File: src/rtl/lsu_pkg.sv
// Shared types and helpers for the load/store unit: FSM encodings, RV64
// load/store width codes and access-legality checks.
package lsu_pkg;

  typedef logic [2:0] lsu_state_e;

  localparam lsu_state_e ST_IDLE   = 3'd0;
  localparam lsu_state_e ST_ACCESS = 3'd1;
  localparam lsu_state_e ST_READ   = 3'd2;
  localparam lsu_state_e ST_WRITE  = 3'd3;
  localparam lsu_state_e ST_RESP   = 3'd4;

  localparam logic [2:0] F3_B  = 3'd0;
  localparam logic [2:0] F3_H  = 3'd1;
  localparam logic [2:0] F3_W  = 3'd2;
  localparam logic [2:0] F3_D  = 3'd3;
  localparam logic [2:0] F3_BU = 3'd4;
  localparam logic [2:0] F3_HU = 3'd5;
  localparam logic [2:0] F3_WU = 3'd6;

  // funct3[1:0] encodes log2 of the access size for every legal code.
  function automatic logic is_misaligned(input logic [2:0] f3, input logic [2:0] addr_lo);
    logic mis;
    mis = 1'b0;
    case (f3[1:0])
      2'd1:    mis = addr_lo[0] != 1'b0;
      2'd2:    mis = addr_lo[1:0] != 2'b00;
      2'd3:    mis = addr_lo != 3'b000;
      default: mis = 1'b0;
    endcase
    return mis;
  endfunction

  function automatic logic is_unsupported(input logic [2:0] f3, input logic store);
    return (f3 == 3'd7) || (store && f3[2]);
  endfunction

endpackage

File: src/rtl/lsu_align.sv
// Byte-lane alignment datapath: extracts and extends load data from a memory
// word and merges sub-doubleword store data into an old word.
module lsu_align
  import lsu_pkg::*;
(
  input  logic [63:0] word,
  input  logic [63:0] wdata,
  input  logic [2:0]  lane,
  input  logic [2:0]  funct3,
  output logic [63:0] load_data,
  output logic [63:0] merged_data
);

  logic [63:0] shifted_rdata;
  logic [63:0] shifted_wdata;
  logic [7:0]  base_mask;
  logic [7:0]  byte_mask;

  assign shifted_rdata = word >> {lane, 3'b000};
  assign shifted_wdata = wdata << {lane, 3'b000};
  assign byte_mask     = base_mask << lane;

  always_comb begin
    load_data = shifted_rdata;
    case (funct3)
      F3_B:    load_data = {{56{shifted_rdata[7]}}, shifted_rdata[7:0]};
      F3_H:    load_data = {{48{shifted_rdata[15]}}, shifted_rdata[15:0]};
      F3_W:    load_data = {{32{shifted_rdata[31]}}, shifted_rdata[31:0]};
      F3_BU:   load_data = {56'd0, shifted_rdata[7:0]};
      F3_HU:   load_data = {48'd0, shifted_rdata[15:0]};
      F3_WU:   load_data = {32'd0, shifted_rdata[31:0]};
      default: load_data = shifted_rdata;
    endcase
  end

  always_comb begin
    base_mask = 8'h01;
    case (funct3[1:0])
      2'd1:    base_mask = 8'h03;
      2'd2:    base_mask = 8'h0F;
      2'd3:    base_mask = 8'hFF;
      default: base_mask = 8'h01;
    endcase
  end

  genvar gi;
  generate
    for (gi = 0; gi < 8; gi++) begin : g_merge
      assign merged_data[8*gi +: 8] = byte_mask[gi] ? shifted_wdata[8*gi +: 8] : word[8*gi +: 8];
    end
  endgenerate

endmodule

File: src/rtl/load_store_unit.sv
// Data-memory initiator: one load/store at a time, read-modify-write for
// sub-doubleword stores, registered response held until consumed.
module load_store_unit
  import lsu_pkg::*;
#(
  parameter int XLEN     = 64,
  parameter bit ERR_ON_X = 1'b1
) (
  input  logic            clk,
  input  logic            rst_n,
  input  logic            req_valid,
  output logic            req_ready,
  input  logic            req_store,
  input  logic [2:0]      req_funct3,
  input  logic [XLEN-1:0] req_addr,
  input  logic [XLEN-1:0] req_wdata,
  output logic            resp_valid,
  input  logic            resp_ready,
  output logic [XLEN-1:0] resp_rdata,
  output logic            resp_err,
  output logic [XLEN-1:0] mem_addr,
  output logic [XLEN-1:0] mem_wdata,
  input  logic [XLEN-1:0] mem_rdata,
  output logic            mem_we
);

  lsu_state_e      state_reg, state_next;
  logic            store_reg;
  logic [2:0]      funct3_reg;
  logic [2:0]      lane_reg;
  logic [XLEN-1:0] wdata_reg;
  logic [XLEN-1:0] resp_rdata_reg;
  logic            resp_err_reg;
  logic [XLEN-1:0] mem_addr_reg;
  logic [XLEN-1:0] mem_wdata_reg;
  logic [XLEN-1:0] load_data;
  logic [XLEN-1:0] merged_data;
  logic            req_bad;
  logic            accept;

  assign req_bad = is_unsupported(req_funct3, req_store) || is_misaligned(req_funct3, req_addr[2:0]);
  assign accept  = req_valid && (state_reg == ST_IDLE);

  assign req_ready  = state_reg == ST_IDLE;
  assign resp_valid = state_reg == ST_RESP;
  assign resp_rdata = resp_rdata_reg;
  assign resp_err   = resp_err_reg;
  assign mem_addr   = mem_addr_reg;
  assign mem_wdata  = mem_wdata_reg;
  // Gated by rst_n so a reset edge never lands a partial store.
  assign mem_we     = rst_n && ((state_reg == ST_WRITE) || (state_reg == ST_ACCESS && store_reg));

  lsu_align u_align (
    .word        (mem_rdata),
    .wdata       (wdata_reg),
    .lane        (lane_reg),
    .funct3      (funct3_reg),
    .load_data   (load_data),
    .merged_data (merged_data)
  );

  always_comb begin
    state_next = state_reg;
    case (state_reg)
      ST_IDLE: begin
        if (req_valid) begin
          if (req_bad)
            state_next = ST_RESP;
          else if (!req_store || req_funct3 == F3_D)
            state_next = ST_ACCESS;
          else
            state_next = ST_READ;
        end
      end
      ST_ACCESS: state_next = ST_RESP;
      ST_READ:   state_next = ST_WRITE;
      ST_WRITE:  state_next = ST_RESP;
      ST_RESP:   state_next = resp_ready ? ST_IDLE : ST_RESP;
      default:   state_next = ST_IDLE;
    endcase
  end

  always_ff @(posedge clk) begin
    if (!rst_n) begin
      state_reg      <= ST_IDLE;
      store_reg      <= 1'b0;
      funct3_reg     <= 3'd0;
      lane_reg       <= 3'd0;
      wdata_reg      <= '0;
      resp_rdata_reg <= '0;
      resp_err_reg   <= 1'b0;
      mem_addr_reg   <= '0;
      mem_wdata_reg  <= '0;
    end else begin
      state_reg <= state_next;
      case (state_reg)
        ST_IDLE: begin
          if (accept) begin
            store_reg      <= req_store;
            funct3_reg     <= req_funct3;
            lane_reg       <= req_addr[2:0];
            wdata_reg      <= req_wdata;
            resp_rdata_reg <= '0;
            resp_err_reg   <= req_bad && ERR_ON_X;
            // Rejected requests leave the memory port untouched.
            if (!req_bad) begin
              mem_addr_reg <= {req_addr[XLEN-1:3], 3'b000};
              if (req_store && req_funct3 == F3_D)
                mem_wdata_reg <= req_wdata;
            end
          end
        end
        ST_ACCESS: begin
          if (!store_reg)
            resp_rdata_reg <= load_data;
        end
        ST_READ: mem_wdata_reg <= merged_data;
        ST_RESP: begin
          if (resp_ready) begin
            resp_rdata_reg <= '0;
            resp_err_reg   <= 1'b0;
          end
        end
        default: ;
      endcase
    end
  end

endmodule

File: config.mk
export PLATFORM = sky130hd
export DESIGN_NAME = load_store_unit
export DESIGN_NICKNAME = d
export VERILOG_FILES = /design/src/rtl/lsu_pkg.sv /design/src/rtl/lsu_align.sv /design/src/rtl/load_store_unit.sv
export SDC_FILE = /design/constraint.sdc
export NUM_CORES = 1
export LEC_CHECK = 0
export CAP_MARGIN = 20
export CORE_MARGIN = 5
export CORE_UTILIZATION = 40
export DETAILED_ROUTE_END_ITERATION = 7
export PLACE_DENSITY = 0.77
export RECOVER_POWER = 50
export SLEW_MARGIN = 25
export SYNTH_ARGS = -nofsm -noshare
export SYNTH_HDL_FRONTEND = slang
export SYNTH_HIERARCHICAL = 1
export SYNTH_SLANG_ARGS = --single-unit
export TNS_END_PERCENT = 1
File: constraint.sdc
create_clock -name clk -period 3.7 [get_ports clk]
set_clock_uncertainty 0.1 [all_clocks]
set_input_delay 0.37 -clock clk [delete_from_list [all_inputs] [get_ports clk]]
set_output_delay 0.37 -clock clk [all_outputs]
set_load 0.01 [all_outputs]
==> results of run 1 <==
[metal layers]
| layer | GRT usage | share of wire |
|---|---|---|
| met1 | 0.326 | 0.40 |
| met2 | 0.429 | 0.47 |
| met3 | 0.0569 | 0.079 |
| met4 | 0.107 | 0.046 |
| met5 | 0 | 0.00029 |
[power groups by stage]
stage / Clock [mW] / Combinational (mW) / Sequential (mW)
2_1_floorplan: 0 / 1.10 / 3.11
5_1_grt: 3.20 / 1.96 / 3.10
4_1_cts: 3.09 / 1.84 / 3.09
3_5_place_dp: 0 / 1.83 / 3.15
6_report: 3.03 / 1.83 / 3.09
3_3_place_gp: 0 / 1.81 / 3.14
[worst max path at each step]
stage	endpoint	slack, ns	cells after the start
6_report	mem_wdata[29]$_SDFFE_PN0P_	0.76	5
5_1_grt	state_reg[1]$_SDFFE_PN0P_	0.46	6
4_1_cts	resp_rdata[22]$_SDFFE_PN0P_	0.96	8
3_5_place_dp	mem_wdata[16]$_SDFFE_PN0P_	0.61	6
3_3_place_gp	mem_wdata[62]$_SDFFE_PN0P_	0.69	6
2_1_floorplan	mem_wdata[53]$_SDFFE_PN0P_	1.30	11
[worst reg2reg max path, stage by stage (launching register included)]
cell and delay [ns]:
dfxtp_4 0.69, buf_12 0.24, buf_12 0.25, mux4_2 0.55
nor2b_1 0.15, o21ai_0 0.36, nand2_1 0.10, nand2_1 0.07
mux2i_1 0.07
[Yosys cell counts (all sizes together) (5+ instances only)]
cell type / count
nand2: 619
mux2i: 287
dfxtp: 264
mux2: 102
clkbuf: 92
a21boi: 71
buf: 69
o21ai: 52
mux4: 49
nor2: 34
nand3: 26
a21oi: 17
a2bb2oi: 15
nor2b: 14
o22ai: 9
nor3: 8
o2bb2ai: 8
o311ai: 8
a21bo: 7
and3: 6
o211ai: 6
a221o: 5
inv: 5
o211a: 5
[per-stage QoR]
stage	hold WS, ns	power (mW)
finish	0.251	7.95
detailed placement	0.348	4.98
global placement	0.341	4.95
global route	0.236	8.26
CTS	0.218	8.02
floorplan	0.332	4.20
[final cells by class]
| class | instances | area (um^2) |
|---|---|---|
| Sequential cell | 264 | 5290 |
| Timing Repair Buffer | 451 | 4500 |
| Inverter | 5 | 18.8 |
| Multi-Input combinational cell | 1391 | 9690 |
| Fill cell | 3539 | 17600 |
| Clock buffer | 45 | 887 |
| Clock inverter | 9 | 120 |
| Tap cell | 518 | 648 |
| Antenna cell | 6 | 15.0 |
[cell families after synthesis]
family / Yosys count
AND/OR/NAND/NOR: 725
flip-flops: 264
multiplexers: 438
AO/OA/AOI/OAI: 225
buffers and inverters: 166
other: 1
==> reports/metrics.cfg, run 1 <==
[setup_path]
crit_slowest_cell = clkbuf_4
reg2regPathDepth = 8
critical-path-top-delay-family = buffers and inverters
crit_path_end_kind = flip-flop
arrival_ns = 3.34
crit_top_cell = clkbuf_4
r2r-end = resp_rdata[22]$_SDFFE_PN0P_
worstPathCellList = buf_8, clkbuf_4, clkbuf_4, nand2_1, mux2i_1
critPathBufInv = 3
ff2ff_setup_slack_ns = 0.97
cp.required_ns = 4.10
cp-start-kind = input pin
slowest_delay_ns = 1.29
worstSetupPathType = input pin to flip-flop
path_max_fanout = 152
r2r_start = lane_reg[0]$_SDFFE_PN0P_
critPathLaunch = rst_n

[clocking]
cts_tree = yes
clkSlewWorstSetupHoldPaths_ns = 0.06
clkLatencyLatePin_ns = 0.58
ctsResizeCount = 0
cts_inserted_buffers = 30
root_buffer = clkbuf_16
postCtsSetupBuffers = 0
numClockSinks = 264
clock_path_buffers = 3
cts_hold_buf = 0
htreeDepth = 1

[logic_synthesis]
synth_simple_gate_area_share = 0.184
yosysWarnings = 6
ys_top_cells_by_area = dfxtp_1 34%, mux2i_1 18%, nand2_1 15%
synth_xor_xnor_area_share = 0
synth.area.mux_share = 0.327
synth_compound_area_frac = 0.103
synth_top_area_frac = 0.337
synthDistinctLibCells = 57
async_flop_share = 0
ys.flop_type = dfxtp_1
synth_seq_cells = 264
synth_top_family_by_area = multiplexers
synth_edf_count = 0
syn_area_mm2 = 0.0157
synth.avg_cell_area_um2 = 8.63
synth.largest_area_cell = dfxtp_1
synthAdderAreaFrac = 0
yosysSeqAreaShare = 0.337
netlist_instances = 1819

[timing]
timing.final.ws_setup_ns = 0.759
max_clock_freq_ghz = 0.340
final_max_slew_viol_count = 140
fin_tns_setup_ns = 0
worst_pin_slew_ns = 1.58
setup_viol = 0
period_needed_ns = 2.94
maxSlewHeadroom = -0.0513
min_period_over_period = 0.795
rsz0062_at_grt = no
hold_viol = 0

[placed_design]
post-place-ws_ns = 0.605
dp_hpwl_um = 45400
io_buffers = 392
place_area_mm2 = 0.0202
place_congestion = 0.967
dp_cells = 2628

[pwr]
power_switching_mw = 2.33
switching_share = 0.293
max-vdd-ir-drop_mv = 0.327
p_comb_frac = 0.231
power_density_mw_per_mm2 = 375
pwr-share-seq = 0.389
p_leak_nw = 8.47
pwr-share-clk = 0.381
p_int_mw = 5.62

[detailed_routing]
vias_per_cell = 5.49
vias = 14800
drcViolationCount = 0
ant_nets = 0
drt_pass1_iterations = 5
routed_wl_um = 59000
post_drt_wl_per_cell_um = 21.9
initialDrtViolationCount = 1168

[cells_and_area]
final_core_util = 0.547
drive_above_1_share = 0.131
fin_nets = 2343
fin_cells = 2689
final_area_mm2 = 0.0212
area_growth_pct = 34.9
final_common_cell = nand2_1
final_cell_mix = 618 x nand2_1, 287 x mux2i_1, 261 x dfxtp_1

[flow_run]
drv_cap = 1

[min_path]
whs_path_depth = 3
hold_end = mem_addr[6]$_SDFFE_PN0P_
min_path_type = input pin to flip-flop
worstHoldStart = req_addr[6]

[global_routing]
grt_overflow = 0
grt_use_total = 0.258
grt_pass1_wl_um = 88600
grt_max_degree = 268
grt_pass1_vias = 14400
antenna_found_initial = 5

[floorplan]
rows = 72
core-area_mm2 = 0.0387
die_w_um = 208
die-area_mm2 = 0.0433
die_h_um = 208
initial_core_util = 0.405
num_io_pins = 396

[status]
violations = max-capacitance violations, max-slew violations
status = finished with violations

No activity file was read; power rests on OpenSTA's default activity.
==> run 2: changes to the inputs <==
==> constraint.sdc (replaced) <==
create_clock -name clk -period 2.74 [get_ports clk]
set_clock_uncertainty 0.1 [all_clocks]
set_input_delay 0.274 -clock clk [delete_from_list [all_inputs] [get_ports clk]]
set_output_delay 0.274 -clock clk [all_outputs]
set_load 0.01 [all_outputs]
==> run 2 against run 1 <==
Effect of this change: die area is the same; worst hold slack got worse by 0.090 ns; global-route usage rose by 0.53 points; clock power increased by 41%; clock-buffer cell count decreased by 5; total power is 38% higher; register-to-register slack got worse by 0.78 ns; first-iteration DRC count grew 15%; routed wire length grew 2.7%; sequential power up 34%; critical endpoint is now resp_rdata[44]$_SDFFE_PN0P_; worst setup slack got worse by 0.57 ns; the run now ends clean.
==> reports/metrics.cfg, run 2 (synthesis gave the netlist of run 1 again) <==
[cells_and_area]
final_area_mm2 = 0.0216
final_common_cell = nand2_1
fin_nets = 2377
final_cell_mix = 618 x nand2_1, 287 x mux2i_1, 261 x dfxtp_1
nFillCells = 3430
area_growth_pct = 37.3
drive_above_1_share = 0.145

[detailed_routing]
ant_nets = 0
post_drt_wl_per_cell_um = 22.2
vias = 15000
vias_per_cell = 5.51
routed_wl_um = 60600
initialDrtViolationCount = 1344
drt_pass1_iterations = 6
drcViolationCount = 0

[setup_path]
cp.required_ns = 3.09
critical-path-top-delay-family = multiplexers
r2r_start = lane_reg[1]$_SDFFE_PN0P_
cp-start-kind = flip-flop
ff2ff_setup_slack_ns = 0.19
crit_slowest_cell = mux4_2
path_max_fanout = 29
critPathBufInv = 2
reg2regPathDepth = 8
r2r-end = resp_rdata[44]$_SDFFE_PN0P_
crit_path_end_kind = flip-flop
worstSetupPathType = flip-flop to flip-flop
slowest_delay_ns = 0.52
worstPathCellList = mux2_2, mux4_2, a32oi_2, buf_12, buf_4, nand3_1, nand2_1, mux2i_1
arrival_ns = 2.89

[timing]
max_clock_freq_ghz = 0.393
fin_tns_setup_ns = 0
setup_viol = 0
final_max_slew_viol_count = 0
rsz0062_at_grt = no
worst_pin_slew_ns = 0.950
timing.final.ws_setup_ns = 0.193
timing.hold.ws_ns = 0.161
min_period_over_period = 0.929
period_needed_ns = 2.55
hold_viol = 0
maxSlewHeadroom = 0.367

[floorplan]
die_h_um = 208
die-area_mm2 = 0.0433
num_io_pins = 396
initial_core_util = 0.405
core-area_mm2 = 0.0387
die_w_um = 208
rows = 72

[min_path]
min_path_type = input pin to flip-flop
hold_end = mem_addr[26]$_SDFFE_PN0P_
whs_path_depth = 3
worstHoldStart = req_addr[26]

[clocking]
cts_tree = yes
htreeDepth = 1
clock_path_buffers = 3
clkSlewWorstSetupHoldPaths_ns = 0.06
root_buffer = clkbuf_16
clkLatencyLatePin_ns = 0.57
numClockSinks = 264
cts_inserted_buffers = 30

[placed_design]
dp_hpwl_um = 46800
place_area_mm2 = 0.0205
place_congestion = 0.978
io_buffers = 392
post-place-ws_ns = -0.0404

[pwr]
power_density_mw_per_mm2 = 510
max-vdd-ir-drop_mv = 0.438
p_total_mw = 11.0
p_leak_nw = 8.61

[global_routing]
antenna_found_initial = 9
grt_max_degree = 123
grt_use_total = 0.263
grt_pass1_wl_um = 90400
grt_overflow = 0
grt_pass1_vias = 14600

[flow_run]
drv_cap = 0

[status]
status = completed

==> run 2: changes by cell type in the layout (fill, tap and decap cells not counted), sizes merged <==
cell,previous run,this run
clkdlybuf4s50,201,222
diode,6,7
dlygate4sd3,190,170
buf,57,90
bufinv,2,3
clkinvlp,4,2
clkbuf,48,43
clkinv,3,8
==> run 2: layout make-up <==
type | instances | area (um^2) | share of cell area
Multi-Input combinational cell | 1391 | 9690 | 0.450
Sequential cell | 264 | 5290 | 0.246
Timing Repair Buffer | 485 | 4840 | 0.224
Clock buffer | 40 | 891 | 0.0413
Tap cell | 518 | 648 | 0.0301
Clock inverter | 13 | 156 | 0.00726
Inverter | 5 | 18.8 | 0.000871
Antenna cell | 7 | 17.5 | 0.000813
==> run 2: worst max-delay path by stage <==
stage	startpoint	end	slack (ns)	cells past startpoint
global route	lane_reg[1]$_SDFFE_PN0P_	resp_rdata[8]$_SDFFE_PN0P_	0.003	8
floorplan	lane_reg[0]$_SDFFE_PN0P_	mem_wdata[53]$_SDFFE_PN0P_	0.34	11
detailed placement	mem_rdata[55]	resp_rdata[44]$_SDFFE_PN0P_	-0.04	9
global placement	mem_rdata[55]	resp_rdata[43]$_SDFFE_PN0P_	0.02	9
finish	lane_reg[1]$_SDFFE_PN0P_	resp_rdata[44]$_SDFFE_PN0P_	0.19	8
CTS	lane_reg[0]$_SDFFE_PN0P_	mem_wdata[58]$_SDFFE_PN0P_	0.14	6
==> run 2: per-stage QoR <==
stage,utilization,std cells
after CTS,0.556,2716
after global placement,0.529,2662
final,0.556,2723
after detailed placement,0.529,2662
after floorplan,-,1821
after global routing,0.556,2722
==> run 2: layer usage <==
| layer | global-route usage | vias to the layer above | routed length (um) |
|---|---|---|---|
| met5 | 0 | - | 14 |
| met4 | 0.116 | 4 | 2800 |
| met3 | 0.0559 | 146 | 5150 |
| met2 | 0.425 | 724 | 28300 |
| met1 | 0.342 | 7120 | 24300 |
| li1 | - | 7019 | - |
==> run 2: repair_timing <==
item,in CTS,in global routing
setup buffers,0,0
resized for setup,0,0
hold buffers,1,0
endpoints found under the hold margin,2,0
==> run 2: worst register-to-register path: stages (launching register included) <==
cell,delay (ns)
dfxtp_4,0.50
mux2_2,0.41
mux4_2,0.52
a32oi_2,0.28
buf_12,0.21
buf_4,0.19
nand3_1,0.08
nand2_1,0.07
mux2i_1,0.08
==> run 2: power by group <==
group	total [mW]	internal [mW]	switching [mW]	leakage, nW
Combinational	2.59	1.23	1.36	5.95
Clock	4.26	2.55	1.70	0.514
Sequential	4.15	3.99	0.159	2.15
Total	11.0	7.78	3.22	8.61
==> run 3: changes to the inputs <==
--- a/config.mk
+++ b/config.mk
@@ -11,6 +11,7 @@
 export DETAILED_ROUTE_END_ITERATION = 7
 export PLACE_DENSITY = 0.77
 export RECOVER_POWER = 50
+export SKIP_CTS_REPAIR_TIMING = 1
 export SLEW_MARGIN = 25
 export SYNTH_ARGS = -nofsm -noshare
 export SYNTH_HDL_FRONTEND = slang
==> constraint.sdc (replaced) <==
create_clock -name clk -period 2.59 [get_ports clk]
set_clock_uncertainty 0.1 [all_clocks]
set_input_delay 0.259 -clock clk [delete_from_list [all_inputs] [get_ports clk]]
set_output_delay 0.259 -clock clk [all_outputs]
set_load 0.01 [all_outputs]
==> run 3 against run 2 <==
Effect of this change: the run now ends with negative hold slack left; total power increased by 9.7%; critical path depth unchanged; highest routed layer unchanged; first-iteration DRC count decreased by 9.4%.
==> reports/metrics.cfg, run 3 (synthesis gave the netlist of run 1 again) <==
[setup_path]
arrival_ns = 2.85
crit_path_end_kind = flip-flop
cp-start-kind = flip-flop
cp.required_ns = 2.95
worstSetupPathType = flip-flop to flip-flop
critPathLaunch = lane_reg[1]$_SDFFE_PN0P_
r2r_start = lane_reg[1]$_SDFFE_PN0P_
path_max_fanout = 36

[placed_design]
dp_cells = 2700
post-place-ws_ns = -0.173
io_buffers = 392
place_congestion = 1.04
dp_hpwl_um = 48200

[cells_and_area]
fin_nets = 2414
drive_above_1_share = 0.160
final_core_util = 0.567
area_growth_pct = 39.9
final_common_cell = nand2_1
fin_cells = 2760
final_cell_mix = 618 x nand2_1, 287 x mux2i_1, 261 x dfxtp_1

[pwr]
power_density_mw_per_mm2 = 550
max-vdd-ir-drop_mv = 0.481
p_leak_nw = 8.88

[timing]
period_needed_ns = 2.49
setup_viol = 0
timing.final.ws_setup_ns = 0.0976
max_clock_freq_ghz = 0.401
min_period_over_period = 0.962
timing.hold.ws_ns = -0.00115
maxSlewHeadroom = 0.482
final_max_slew_viol_count = 0
rsz0062_at_grt = no
hold_viol = 1
fin_tns_setup_ns = 0
worst_pin_slew_ns = 0.778

[detailed_routing]
vias = 15200
initialDrtViolationCount = 1217
post_drt_wl_per_cell_um = 22.4
vias_per_cell = 5.49
ant_nets = 0
drt_pass1_iterations = 5
drcViolationCount = 0
routed_wl_um = 61900

[global_routing]
grt_use_met1 = 0.352
grt-busiest-layer = met2
antenna_found_initial = 5
grt_pass1_wl_um = 91800
grt_max_degree = 117
grt_use_total = 0.268
grt_pass1_vias = 14600
met2_usage = 0.440
grt_overflow = 0
use_met3 = 0.0514

[floorplan]
initial_core_util = 0.405
die_w_um = 208
rows = 72
core-area_mm2 = 0.0387
num_io_pins = 396
die_h_um = 208
die-area_mm2 = 0.0433

[clocking]
root_buffer = clkbuf_16
clkLatencyLatePin_ns = 0.58
numClockSinks = 264
cts_tree = yes
cts_inserted_buffers = 30
htreeDepth = 1
clkSlewWorstSetupHoldPaths_ns = 0.06
clock_path_buffers = 3

[status]
violations = negative hold slack
status = finished with violations

[min_path]
min_path_type = input pin to flip-flop
worstHoldStart = rst_n

[flow_run]
drv_cap = 0

run 3: changes by cell type in the layout (fill, tap and decap cells not counted), moves of 2 or more:
cell | previous run | this run
dlygate4sd3_1 | 170 | 180
a21boi_0 | 65 | 59
a21boi_1 | 6 | 12
clkdlybuf4s50_1 | 222 | 211
clkbuf_1 | 3 | 5
diode_2 | 7 | 4
clkbuf_8 | 6 | 9
buf_12 | 17 | 20
buf_4 | 72 | 105
bufinv_16 | 3 | 6
run 3: path summary, 6_finish.rpt:
| check | end | slack, ns | depth (start not counted) |
|---|---|---|---|
| setup / recovery | resp_rdata[32]$_SDFFE_PN0P_ | 0.1 | 8 |
| hold / removal | mem_addr[12]$_SDFFE_PN0P_ | -0.001 | 3 |
| setup reg to reg | resp_rdata[32]$_SDFFE_PN0P_ | 0.1 | 8 |
| hold reg to reg | mem_addr[42]$_SDFFE_PN0P_ | 0.35 | 2 |
run 3: through the flow:
stage               power (mW)  cell area [um^2]
floorplan                 6.00             15700
global placement          7.26             20800
detailed placement        7.29             20800
CTS                       12.1             22000
global route              12.5             21900
finish                    12.1             21900
run 3: final cells by class:
class                           instances  area, um^2
Antenna cell                            4        10.0
Clock inverter                         13         225
Tap cell                              518         648
Multi-Input combinational cell       1391        9690
Inverter                                5        18.8
Fill cell                            3371       16800
Sequential cell                       264        5290
Timing Repair Buffer                  522        5150
Clock buffer                           43         911
run 3: layer usage:
metal | up-vias | share of wire
li1 | 7087 | -
met1 | 7287 | 0.42
met2 | 654 | 0.47
met3 | 123 | 0.070
met4 | 2 | 0.044
met5 | - | 0.00011
run 3: power by group:
group          switching, mW  internal (mW)  total (mW)  leakage, nW
logic                   1.48           1.36        2.83         6.17
clock network           1.81           3.03        4.84        0.559
registers              0.167           4.22        4.39         2.15
run 3: critical path, stage by stage (launching register included):
cell and delay [ns]:
dfxtp_4 0.47, mux2_2 0.39, mux4_2 0.51, a32oi_2 0.28, buf_12 0.22, buf_4 0.18, nand3_1 0.08, nand2_1 0.07
mux2i_1 0.07
